### src/rtl/parser_pkg.sv
// Shared parser rule definitions: rule image layout, dimensions, and the
// rule-config address encoding used by both this loader and the slave decode.
package parser_pkg;

  localparam int TYPE_NUM          = 4;
  localparam int TYPE_WIDTH        = 16;
  localparam int TYPE_OFFSET_WIDTH = 8;
  localparam int KEY_FILED_NUM     = 8;
  localparam int KEY_OFFSET_WIDTH  = 8;
  localparam int HEAD_SHIFT_WIDTH  = 8;
  localparam int META_SHIFT_WIDTH  = 8;
  localparam int RULE_NUM          = 32;
  localparam int RULE_ID_W         = $clog2(RULE_NUM);

  // Loader index counter must cover the longest per-state write run.
  localparam int MAX_IDX    = (TYPE_NUM > KEY_FILED_NUM) ? TYPE_NUM : KEY_FILED_NUM;
  localparam int IDX_W      = $clog2(MAX_IDX);
  localparam int TYPE_IDX_W = $clog2(TYPE_NUM);
  localparam int KEY_IDX_W  = $clog2(KEY_FILED_NUM);

  // keyOffset entries carry a valid flag in bit KEY_OFFSET_WIDTH above the offset.
  typedef struct packed {
    logic [TYPE_NUM-1:0][TYPE_WIDTH-1:0]        typeRule_typeData;
    logic [TYPE_NUM-1:0][TYPE_WIDTH-1:0]        typeRule_typeMask;
    logic [TYPE_NUM-1:0][TYPE_OFFSET_WIDTH-1:0] typeRule_typeOffset;
    logic [KEY_FILED_NUM-1:0][KEY_OFFSET_WIDTH:0] typeRule_keyOffset;
    logic [KEY_FILED_NUM-1:0][KEY_OFFSET_WIDTH:0] typeRule_keyReplaceOffset;
    logic [HEAD_SHIFT_WIDTH-1:0]                typeRule_headShift;
    logic [META_SHIFT_WIDTH-1:0]                typeRule_metaShift;
  } type_rule_t;

  typedef enum logic [2:0] {
    INFO_COMMIT = 3'd0,
    INFO_TYPE   = 3'd1,
    INFO_TOFF   = 3'd2,
    INFO_KEY    = 3'd3,
    INFO_HEAD   = 3'd4,
    INFO_META   = 3'd5
  } conf_info_e;

  typedef enum logic [2:0] {
    ST_IDLE, ST_TYPE, ST_TOFF, ST_KEY, ST_HEAD, ST_META, ST_COMMIT, ST_DONE
  } loader_state_e;

  // Low 11 address bits: {info type, 3'b0, word id}.
  function automatic logic [10:0] conf_addr(input conf_info_e info, input logic [4:0] id);
    return {info, 3'b000, id};
  endfunction

endpackage

### src/rtl/rule_conf_loader.sv
// Serialises one type_rule_t into the 32-bit rule-write stream. Staging words
// are written first (type, type offset, key, head, meta), then a commit word
// latches the rule into the slave's slot. Invalidation issues only the commit.
module rule_conf_loader
  import parser_pkg::*;
#(
  parameter logic [20:0] ADDR_HI    = 21'd0,
  parameter int          GAP_CYCLES = 0
) (
  input  logic                 i_clk,
  input  logic                 i_rst_n,
  input  logic                 i_req_valid,
  output logic                 o_req_ready,
  input  type_rule_t           i_req_rule,
  input  logic [RULE_ID_W-1:0] i_req_rule_id,
  input  logic                 i_req_rule_valid,
  input  logic                 i_bus_grant,
  output logic                 o_rule_wren,
  output logic [31:0]          o_rule_wdata,
  output logic [31:0]          o_rule_addr,
  output logic                 o_busy,
  output logic                 o_done
);

  localparam int GAP_W = (GAP_CYCLES < 1) ? 1 : $clog2(GAP_CYCLES + 1);

  loader_state_e        state_reg, state_next;
  logic [IDX_W-1:0]     idx_reg, idx_next;
  logic [GAP_W-1:0]     gap_reg;
  type_rule_t           rule_reg;
  logic [RULE_ID_W-1:0] rule_id_reg;
  logic                 rule_valid_reg;

  logic                 write_en;
  logic                 can_write;
  logic                 done_next;
  conf_info_e           word_info;
  logic [4:0]           word_id;
  logic [31:0]          word_data;
  logic [TYPE_IDX_W-1:0] type_idx;
  logic [KEY_IDX_W-1:0]  key_idx;

  // The replace offsets belong to a different config path and are never sent.
  logic unused_key_replace;
  assign unused_key_replace = ^rule_reg.typeRule_keyReplaceOffset;

  assign type_idx    = idx_reg[TYPE_IDX_W-1:0];
  assign key_idx     = idx_reg[KEY_IDX_W-1:0];
  assign can_write   = i_bus_grant && (gap_reg == '0);
  assign o_req_ready = (state_reg == ST_IDLE);

  // Next-state, index advance and the word mux for the current state.
  always_comb begin
    state_next = state_reg;
    idx_next   = idx_reg;
    write_en   = 1'b0;
    done_next  = 1'b0;
    word_info  = INFO_COMMIT;
    word_id    = '0;
    word_data  = '0;
    case (state_reg)
      ST_IDLE: begin
        idx_next = '0;
        if (i_req_valid) state_next = i_req_rule_valid ? ST_TYPE : ST_COMMIT;
      end
      ST_TYPE: begin
        word_info = INFO_TYPE;
        word_id   = 5'(idx_reg);
        word_data[16 +: TYPE_WIDTH] = rule_reg.typeRule_typeData[type_idx];
        word_data[0 +: TYPE_WIDTH]  = rule_reg.typeRule_typeMask[type_idx];
        if (can_write) begin
          write_en = 1'b1;
          if (idx_reg == IDX_W'(TYPE_NUM - 1)) begin
            state_next = ST_TOFF;
            idx_next   = '0;
          end else idx_next = idx_reg + IDX_W'(1);
        end
      end
      ST_TOFF: begin
        word_info = INFO_TOFF;
        word_id   = 5'(idx_reg);
        word_data[0 +: TYPE_OFFSET_WIDTH] = rule_reg.typeRule_typeOffset[type_idx];
        if (can_write) begin
          write_en = 1'b1;
          if (idx_reg == IDX_W'(TYPE_NUM - 1)) begin
            state_next = ST_KEY;
            idx_next   = '0;
          end else idx_next = idx_reg + IDX_W'(1);
        end
      end
      ST_KEY: begin
        word_info = INFO_KEY;
        word_id   = 5'(idx_reg);
        word_data[16] = rule_reg.typeRule_keyOffset[key_idx][KEY_OFFSET_WIDTH];
        word_data[0 +: KEY_OFFSET_WIDTH] =
          rule_reg.typeRule_keyOffset[key_idx][KEY_OFFSET_WIDTH-1:0];
        if (can_write) begin
          write_en = 1'b1;
          if (idx_reg == IDX_W'(KEY_FILED_NUM - 1)) begin
            state_next = ST_HEAD;
            idx_next   = '0;
          end else idx_next = idx_reg + IDX_W'(1);
        end
      end
      ST_HEAD: begin
        word_info = INFO_HEAD;
        word_data[0 +: HEAD_SHIFT_WIDTH] = rule_reg.typeRule_headShift;
        if (can_write) begin
          write_en   = 1'b1;
          state_next = ST_META;
        end
      end
      ST_META: begin
        word_info = INFO_META;
        word_data[0 +: META_SHIFT_WIDTH] = rule_reg.typeRule_metaShift;
        if (can_write) begin
          write_en   = 1'b1;
          state_next = ST_COMMIT;
        end
      end
      ST_COMMIT: begin
        word_info    = INFO_COMMIT;
        word_id      = 5'(rule_id_reg);
        word_data[0] = rule_valid_reg;
        if (can_write) begin
          write_en   = 1'b1;
          state_next = ST_DONE;
        end
      end
      ST_DONE: begin
        done_next  = 1'b1;
        state_next = ST_IDLE;
      end
      default: state_next = ST_IDLE;
    endcase
  end

  // State, counters, request holding registers and registered write outputs.
  always_ff @(posedge i_clk or negedge i_rst_n) begin
    if (!i_rst_n) begin
      state_reg      <= ST_IDLE;
      idx_reg        <= '0;
      gap_reg        <= '0;
      rule_reg       <= '0;
      rule_id_reg    <= '0;
      rule_valid_reg <= 1'b0;
      o_rule_wren    <= 1'b0;
      o_rule_wdata   <= '0;
      o_rule_addr    <= '0;
      o_busy         <= 1'b0;
      o_done         <= 1'b0;
    end else begin
      state_reg <= state_next;
      idx_reg   <= idx_next;
      if (state_reg == ST_IDLE && i_req_valid) begin
        rule_reg       <= i_req_rule;
        rule_id_reg    <= i_req_rule_id;
        rule_valid_reg <= i_req_rule_valid;
      end
      if (write_en) gap_reg <= GAP_W'(GAP_CYCLES);
      else if (gap_reg != '0) gap_reg <= gap_reg - GAP_W'(1);
      o_rule_wren <= write_en;
      if (write_en) begin
        o_rule_wdata <= word_data;
        o_rule_addr  <= {ADDR_HI, conf_addr(word_info, word_id)};
      end
      o_busy <= (state_next != ST_IDLE);
      o_done <= done_next;
    end
  end

endmodule
### config.mk
export PLATFORM = sky130hd
export DESIGN_NAME = rule_conf_loader
export DESIGN_NICKNAME = d
export VERILOG_FILES = /design/src/rtl/parser_pkg.sv /design/src/rtl/rule_conf_loader.sv
export SDC_FILE = /design/constraint.sdc
export NUM_CORES = 1
export LEC_CHECK = 0
export BUFFER_PORTS_ARGS = -buffer_cell sky130_fd_sc_hd__clkbuf_2
export CORE_UTILIZATION = 52
export DETAILED_ROUTE_END_ITERATION = 8
export HOLD_SLACK_MARGIN = 0.05
export PLACE_DENSITY_LB_ADDON = 0.12
export SETUP_SLACK_MARGIN = 0.2
export SYNTH_ARGS = -nofsm -noshare
export SYNTH_HDL_FRONTEND = slang
export SYNTH_SLANG_ARGS = --single-unit
### constraint.sdc
create_clock -name i_clk -period 3.1 [get_ports i_clk]
set_input_delay 0.62 -clock i_clk [delete_from_list [all_inputs] [get_ports i_clk]]
set_output_delay 0.62 -clock i_clk [all_outputs]
set_load 0.01 [all_outputs]
### Word-level counts from Yosys, hierarchy flattened

Cells that the tools add are included.

| storage, ports and cells | value |
|---|---|
| word-level logic and storage cells | 94 |
| flip-flop bits (word level) | 304 |
| output and inout bits | 68 |
| input bits | 330 |

| operators by class | value |
|---|---|
| order comparisons | 2 |
| mux-type cells | 37 |
| eq/ne operators | 11 |
| add/sub/neg operators | 2 |
| bitwise operators | 1 |
| reductions and logical operators | 9 |

Operators with widths:

| kind | count |
|---|---|
| $bmux W16 S2 | 2 |
| $mux W3 | 15 |
| $pmux W7 S5 | 1 |
| $mux W16 | 2 |
| $bmux W9 S3 | 1 |
| $pmux W3 S8 | 1 |
| $bmux W8 S2 | 1 |
| $mux W8 | 2 |
| $eq A3 B3 Y1 const B | 5 |
| $mux W15 | 1 |
| $pmux W3 S5 | 1 |
| $pmux W5 S2 | 1 |
| $eq A3 B2 Y1 const B | 3 |
| $mux W9 | 1 |
| $pmux W3 S3 | 1 |
| $pmux W1 S6 | 1 |
| $reduce_bool A3 Y1 | 2 |
| $reduce_or A6 Y1 | 1 |
| $mux W1 | 5 |
| $lt A3 B4 Y1 const B | 1 |
| $add A3 B1 Y3 const B | 1 |
| $eq A3 B1 Y1 const B | 1 |
| $logic_not A3 Y1 | 1 |
| $lt A2 B3 Y1 const B | 1 |
| 9 further kinds | 10 |

### Longest topological paths before layout

| logic depth | value |
|---|---|
| word-level depth | 5 |
| gate-level depth with buffers | 7 |
| mapped depth without buffers | 6 |

### Worst setup path before layout

OpenSTA, ideal clock, no wires.

| timing path | value |
|---|---|
| path type | register -> register |
| start | register state_reg[2] |
| end | register o_busy |
| data arrival time | 2.116 ns |
| stages on the path, launching flop included | 7 |
| buffers on the path | 1 |
| required time | 2.961 ns |
| clock period less this slack | 2.254 ns |
| setup time | 0.139 ns |
| slack | 0.846 ns |
| path through | dfrtp_1 buf_4 inv_2 ha_1 or4_1 mux2i_1 or4b_1 |

| on the way | value |
|---|---|
| elaborated cells between the ends (all ways) | 20 |
| classes of those cells | eq/ne (7); mux (11); reduce/logical (2) |

RTL lines:

| what | line | RTL |
|---|---|---|
| start, declared | rule_conf_loader.sv:27 | `loader_state_e state_reg, state_next;` |
| start signal, assigned | rule_conf_loader.sv:153 | `state_reg <= state_next;` |
| $eq A3 B3 Y1 (tied with other cells) | rule_conf_loader.sv:61 | `case (state_reg)` |
| $pmux W3 S8 (*) | rule_conf_loader.sv:61 |  |
| named net state_next[1] | rule_conf_loader.sv:27 |  |
| $reduce_bool A3 Y1 (*) | rule_conf_loader.sv:167 | `o_busy <= (state_next != ST_IDLE);` |
| end signal, assigned | rule_conf_loader.sv:167 |  |
| end, declared | rule_conf_loader.sv:21 | `output logic o_busy,` |

Mark *: on every way through the listed nets, which the timed path passes. The rest lies on a longest branch.
A chain may end at the register's enable or synchronous reset.

### Worst setup path after layout

| timing path | value |
|---|---|
| start | register idx_reg[0] |
| end | register o_busy |

| on the way | value |
|---|---|
| longest elaborated chain between the ends | 5 |
| elaborated cells between the ends (all ways) | 10 |
| classes of those cells | eq/ne (2); mux (7); reduce/logical (1) |

RTL lines:

| what | line | RTL |
|---|---|---|
| start, declared | rule_conf_loader.sv:28 | `logic [IDX_W-1:0] idx_reg, idx_next;` |
| start signal, assigned | rule_conf_loader.sv:154 | `idx_reg <= idx_next;` |
| $eq A3 B3 Y1 / $eq A3 B2 Y1 (equally long branches) | rule_conf_loader.sv:99, rule_conf_loader.sv:73, rule_conf_loader.sv:85 |  |
| $mux W3, on equally long branches | rule_conf_loader.sv:99, rule_conf_loader.sv:73, rule_conf_loader.sv:85 |  |
| $mux W3, on equally long branches | rule_conf_loader.sv:97, rule_conf_loader.sv:71, rule_conf_loader.sv:83 |  |
| $pmux W3 S8 (*) | rule_conf_loader.sv:61 |  |
| $reduce_bool A3 Y1 (*) | rule_conf_loader.sv:167 |  |

Every way passes the cells marked *; elsewhere a longest branch is shown, timed or not.

==> impl_results.html <==
<table>
<tr><th>Metric</th><th>Value</th></tr>
<tr><th colspan="2">Drt</th></tr>
<tr><td>Pre-Repair DR Iteration Count</td><td>8</td></tr>
<tr><td>First-iteration detailed-routing DRC count</td><td>around 530</td></tr>
<tr><td>Post-detailed-route count of antenna-violating nets</td><td>0</td></tr>
<tr><td>Residual DRC</td><td>0</td></tr>
<tr><td>Total Routed Length</td><td>around 32,000 um</td></tr>
<tr><td>Total vias in the final route</td><td>between 8k and 9k</td></tr>
<tr><td>Number of vias per cell after detailed routing</td><td>around 5.5</td></tr>
<tr><td>Routed wirelength normalized by instance count</td><td>20.0 um</td></tr>
<tr><th colspan="2">Floorplan</th></tr>
<tr><td>Top-Level Pins</td><td>a little under 400</td></tr>
<tr><td>Die Span X</td><td>~160 um</td></tr>
<tr><td>Starting Density</td><td>a little over half</td></tr>
<tr><td>Placeable core region</td><td>approximately 0.025 mm^2</td></tr>
<tr><td>Area of the die</td><td>0.0269 mm^2</td></tr>
<tr><td>Die boundary height</td><td>164 um</td></tr>
<tr><td>Number of rows created at floorplan</td><td>between 50 and 60</td></tr>
<tr><th colspan="2">Placement</th></tr>
<tr><td>DP HPWL</td><td>around 22,000 um</td></tr>
<tr><td>Setup WS pre-CTS</td><td>about 0.6 ns</td></tr>
<tr><td>Final RePlAce weighted congestion</td><td>0.787</td></tr>
<tr><td>IO buf count</td><td>around 300</td></tr>
<tr><th colspan="2">Timing</th></tr>
<tr><td>Final Setup Violations</td><td>0</td></tr>
<tr><td>Headroom to the max-slew limit</td><td>a little over a fifth</td></tr>
<tr><td>RSZ-0062 raised after global routing</td><td>false</td></tr>
<tr><td>Pins Over Slew Limit</td><td>0</td></tr>
<tr><td>Period Utilization, post-route</td><td>79.8%</td></tr>
<tr><td>Max Fclk</td><td>roughly 400 MHz</td></tr>
<tr><td>Worst-case setup margin in the final layout</td><td>roughly 0.63 ns</td></tr>
<tr><td>Transition time at the pin with the least slew margin</td><td>~1.2 ns</td></tr>
<tr><td>Min Clock Period, post-route</td><td>around 2.5 ns</td></tr>
<tr><td>Count of endpoints failing hold in the final timing report</td><td>0</td></tr>
<tr><td>Skew final</td><td>between 0.009 and 0.01 ns</td></tr>
<tr><td>Final sum of negative setup slack</td><td>0 ns</td></tr>
<tr><th colspan="2">Setup path</th></tr>
<tr><td>Worst setup SP type</td><td>flip-flop</td></tr>
<tr><td>End of the worst register-to-register path</td><td>o_busy</td></tr>
<tr><td>Cells along the critical path</td><td>ha_1, ha_1, nand2b_1, a21oi_1, o311ai_0, or4b_1</td></tr>
<tr><td>R2r setup slk</td><td>between 0.6 and 0.7 ns</td></tr>
<tr><td>Largest driver fanout on the critical path</td><td>24</td></tr>
<tr><td>Worst reg2reg startpoint</td><td>idx_reg[0]</td></tr>
<tr><td>Capturing element type of the critical path</td><td>flip-flop</td></tr>
<tr><td>Critical path's most frequent cell</td><td>ha_1</td></tr>
<tr><td>CP peak stage delay</td><td>approximately 0.73 ns</td></tr>
<tr><td>Critical path's slowest cell</td><td>dfrtp_4</td></tr>
<tr><td>Register-to-Register Path Depth</td><td>6</td></tr>
<tr><td>Data required time of the worst path</td><td>about 3.5 ns</td></tr>
<tr><td>Startpoint-to-endpoint class of the critical path</td><td>reg2reg</td></tr>
<tr><td>Signal arrival time at the worst endpoint</td><td>2.83 ns</td></tr>
<tr><th colspan="2">Layout</th></tr>
<tr><td>Utilization after layout</td><td>approximately two thirds</td></tr>
<tr><td>Fill cell instance count of the final layout</td><td>between 1.5k and 2k</td></tr>
<tr><td>Fraction of final layout cells with drive strength greater than 1</td><td>56.6%</td></tr>
<tr><td>Total area of sequential cells</td><td>roughly 0.0076 mm^2</td></tr>
<tr><td>Count of nets after finishing</td><td>~1.6k</td></tr>
<tr><td>Multi-input logic area</td><td>roughly 0.0056 mm^2</td></tr>
<tr><td>Area grow syn2layout</td><td>21.1%</td></tr>
<tr><td>Flip-flop count of the largest register, all copies and words added</td><td>248</td></tr>
<tr><th colspan="2">Global route</th></tr>
<tr><td>Pin count of the biggest net entering global routing</td><td>93</td></tr>
<tr><td>Number of global-route vias before repair</td><td>between 8k and 9k</td></tr>
<tr><td>First-pass GRT wire length</td><td>around 50,000 um</td></tr>
<tr><td>Aggregate global-route resource usage</td><td>between 20% and 30%</td></tr>
<tr><td>Remaining global-route overflow</td><td>0</td></tr>
<tr><td>Antenna violations before repair</td><td>4</td></tr>
<tr><th colspan="2">Clock network</th></tr>
<tr><td>Clock Path Buffers</td><td>3</td></tr>
<tr><td>Clock edge transition at the registers on the reported setup and hold paths</td><td>roughly 0.060 ns</td></tr>
<tr><td>TritonCTS clock tree</td><td>built</td></tr>
<tr><td>Number of instances resized during post-cts repair</td><td>0</td></tr>
<tr><td>Buffers inserted during post-CTS setup optimization</td><td>0</td></tr>
<tr><td>CTS hold repair buffers</td><td>0</td></tr>
<tr><td>Clock buffer count from CTS</td><td>34</td></tr>
<tr><td>Clk Latency, worst-skew pair</td><td>0.50 ns</td></tr>
<tr><td>H-Tree Depth</td><td>2</td></tr>
<tr><td>TritonCTS Sinks</td><td>303</td></tr>
<tr><td>Cell at the root of the clock tree</td><td>clkbuf_16</td></tr>
<tr><th colspan="2">Synth</th></tr>
<tr><td>Post-Synthesis Cell Area</td><td>about 0.014 mm^2</td></tr>
<tr><td>Number of enable flip-flop cells after synthesis</td><td>0</td></tr>
<tr><td>Most area-hungry cell type in the Yosys netlist</td><td>dfrtp_1</td></tr>
<tr><td>Flip-flop and latch count after synthesis</td><td>303</td></tr>
<tr><td>List of most frequent post-synthesis cells</td><td>303 x dfrtp_1, 269 x mux2_2, 68 x nand2_1</td></tr>
<tr><td>Synth Instances</td><td>927</td></tr>
<tr><td>Asr flop ratio synth</td><td>100%</td></tr>
<tr><td>Most common cell in the synthesized netlist</td><td>dfrtp_1</td></tr>
<tr><td>Post-Syn Area per Cell</td><td>about 15 um^2</td></tr>
<tr><td>Synth top area cells</td><td>dfrtp_1 56%, mux2_2 22%, mux4_2 8.6%, buf_4 2.0%, nand2_1 1.9%</td></tr>
<tr><td>Main flop type after synthesis</td><td>dfrtp_1</td></tr>
<tr><td>Fraction of post-synthesis cell area in the top cell type by area</td><td>between 50% and 60%</td></tr>
<tr><td>Seq/Total Area, Yosys</td><td>between 50% and 60%</td></tr>
<tr><td>Number of distinct library cell variants in the gate-level netlist after synthesis</td><td>50</td></tr>
<tr><td>Number of warnings reported in the yosys synthesis log</td><td>0</td></tr>
<tr><th colspan="2">Power and ir drop</th></tr>
<tr><td>LEAKAGE</td><td>approximately 7.7 nW</td></tr>
<tr><td>Power per standard cell area</td><td>slightly above 1000 mW/mm^2</td></tr>
<tr><td>Post-layout total power</td><td>roughly 17 mW</td></tr>
<tr><td>Worst supply voltage drop on vdd</td><td>about 630 uV</td></tr>
<tr><th colspan="2">Run status</th></tr>
<tr><td>Status</td><td>finished clean</td></tr>
<tr><th colspan="2">Flow run</th></tr>
<tr><td>Max cap viols</td><td>0</td></tr>
<tr><th colspan="2">Min path</th></tr>
<tr><td>Type of the tightest min-delay check</td><td>in2async</td></tr>
</table>
==> kinds of logic after synthesis <==
logic type / share of synthesized area, %
buffers and inverters: 4.01
multiplexers: 32.0
adder cells (fa/ha/maj): 0.715
AO/OA/AOI/OAI: 3.21
AND/OR/NAND/NOR: 4.41
flip-flops: 55.6
other: 0.0275
==> how the worst max path moves through the flow <==
| stage | startpoint | depth (start not counted) | to | slack [ns] |
|---|---|---|---|---|
| after CTS | idx_reg[0] | 6 | o_busy | 0.56 |
| after global routing | idx_reg[0] | 6 | o_busy | 0.44 |
| after global placement | idx_reg[0] | 4 | o_rule_wdata[4] | 0.63 |
| final | idx_reg[0] | 6 | o_busy | 0.63 |
| after detailed placement | idx_reg[0] | 6 | o_busy | 0.59 |
| after floorplan | state_reg[2] | 6 | o_busy | 0.85 |
==> report_power, final <==
| group | leakage [nW] | internal (mW) | switching, mW |
|---|---|---|---|
| logic | 3.46 | 3.58 | 2.67 |
| clock network | 0.516 | 2.25 | 1.53 |
| registers | 3.68 | 5.94 | 1.08 |
| total | 7.66 | 11.8 | 5.27 |
==> layout make-up <==
cell class / instances / share of cell area, %
Sequential cell: 303 / 45.9
Inverter: 10 / 0.227
Tap cell: 330 / 2.50
Antenna cell: 2 / 0.0303
Clock inverter: 6 / 0.220
Timing Repair Buffer: 329 / 11.1
Multi-Input combinational cell: 552 / 33.9
Clock buffer: 49 / 6.11
==> critical path, delay by kind of cell (launching register included) <==
family / cells / cell delay (ns)
AOI/OAI and AO/OA: 2 / 0.47
adders and majority gates: 2 / 0.48
DFF: 1 / 0.73
and+or+nand+nor: 2 / 0.65
==> through the flow <==
stage | cells | hold WS, ns | area, um^2
2_1_floorplan | 950 | 0.324 | 13700
3_3_place_gp | 1524 | 0.459 | 15500
3_5_place_dp | 1524 | 0.462 | 15500
4_1_cts | 1579 | 0.184 | 16500
5_1_grt | 1581 | 0.206 | 16500
6_report | 1581 | 0.117 | 16500
==> cells in the final DEF, fill, tap and decap left out, types with 2 or more instances in the layout <==
cell type  Yosys  routed
dfrtp_1      303     301
clkbuf_2       0     300
mux2_2       269     269
nand2_1       68      68
mux4_2        52      52
clkbuf_16      0      35
nand3_1       25      25
conb_1         1      24
buf_4         36      20
o21ai_0       15      15
a21oi_1       13      13
nor2_1        10      10
inv_1          8       8
clkbuf_8       0       8
buf_12         0       8
a222oi_1       7       7
ha_1           7       7
a22oi_1        6       6
clkbuf_1      11       6
mux4_1         5       5
mux2i_1        4       4
a22o_1         4       4
clkinv_2       0       4
nor3_1         3       3
nor2b_1        3       3
o31ai_1        3       3
diode_2        0       2
inv_2          2       2
nand2b_1       2       2
nand4b_1       2       2
a211oi_1       2       2
or3_1          2       2
o21a_1         2       2
and3_1         2       2
a31oi_1        2       2
a32o_1         2       2
dfrtp_4        0       2
==> per-layer routing <==
metal  vias up  track usage (%)  wire length (um)
met1      4352             32.6             13400
met3        47             7.22              2430
met2       273             39.1             15200
met5         -                0                31
met4         4             7.07               599
li1       3962                -                 -
Power figures use the tool's default switching activity.
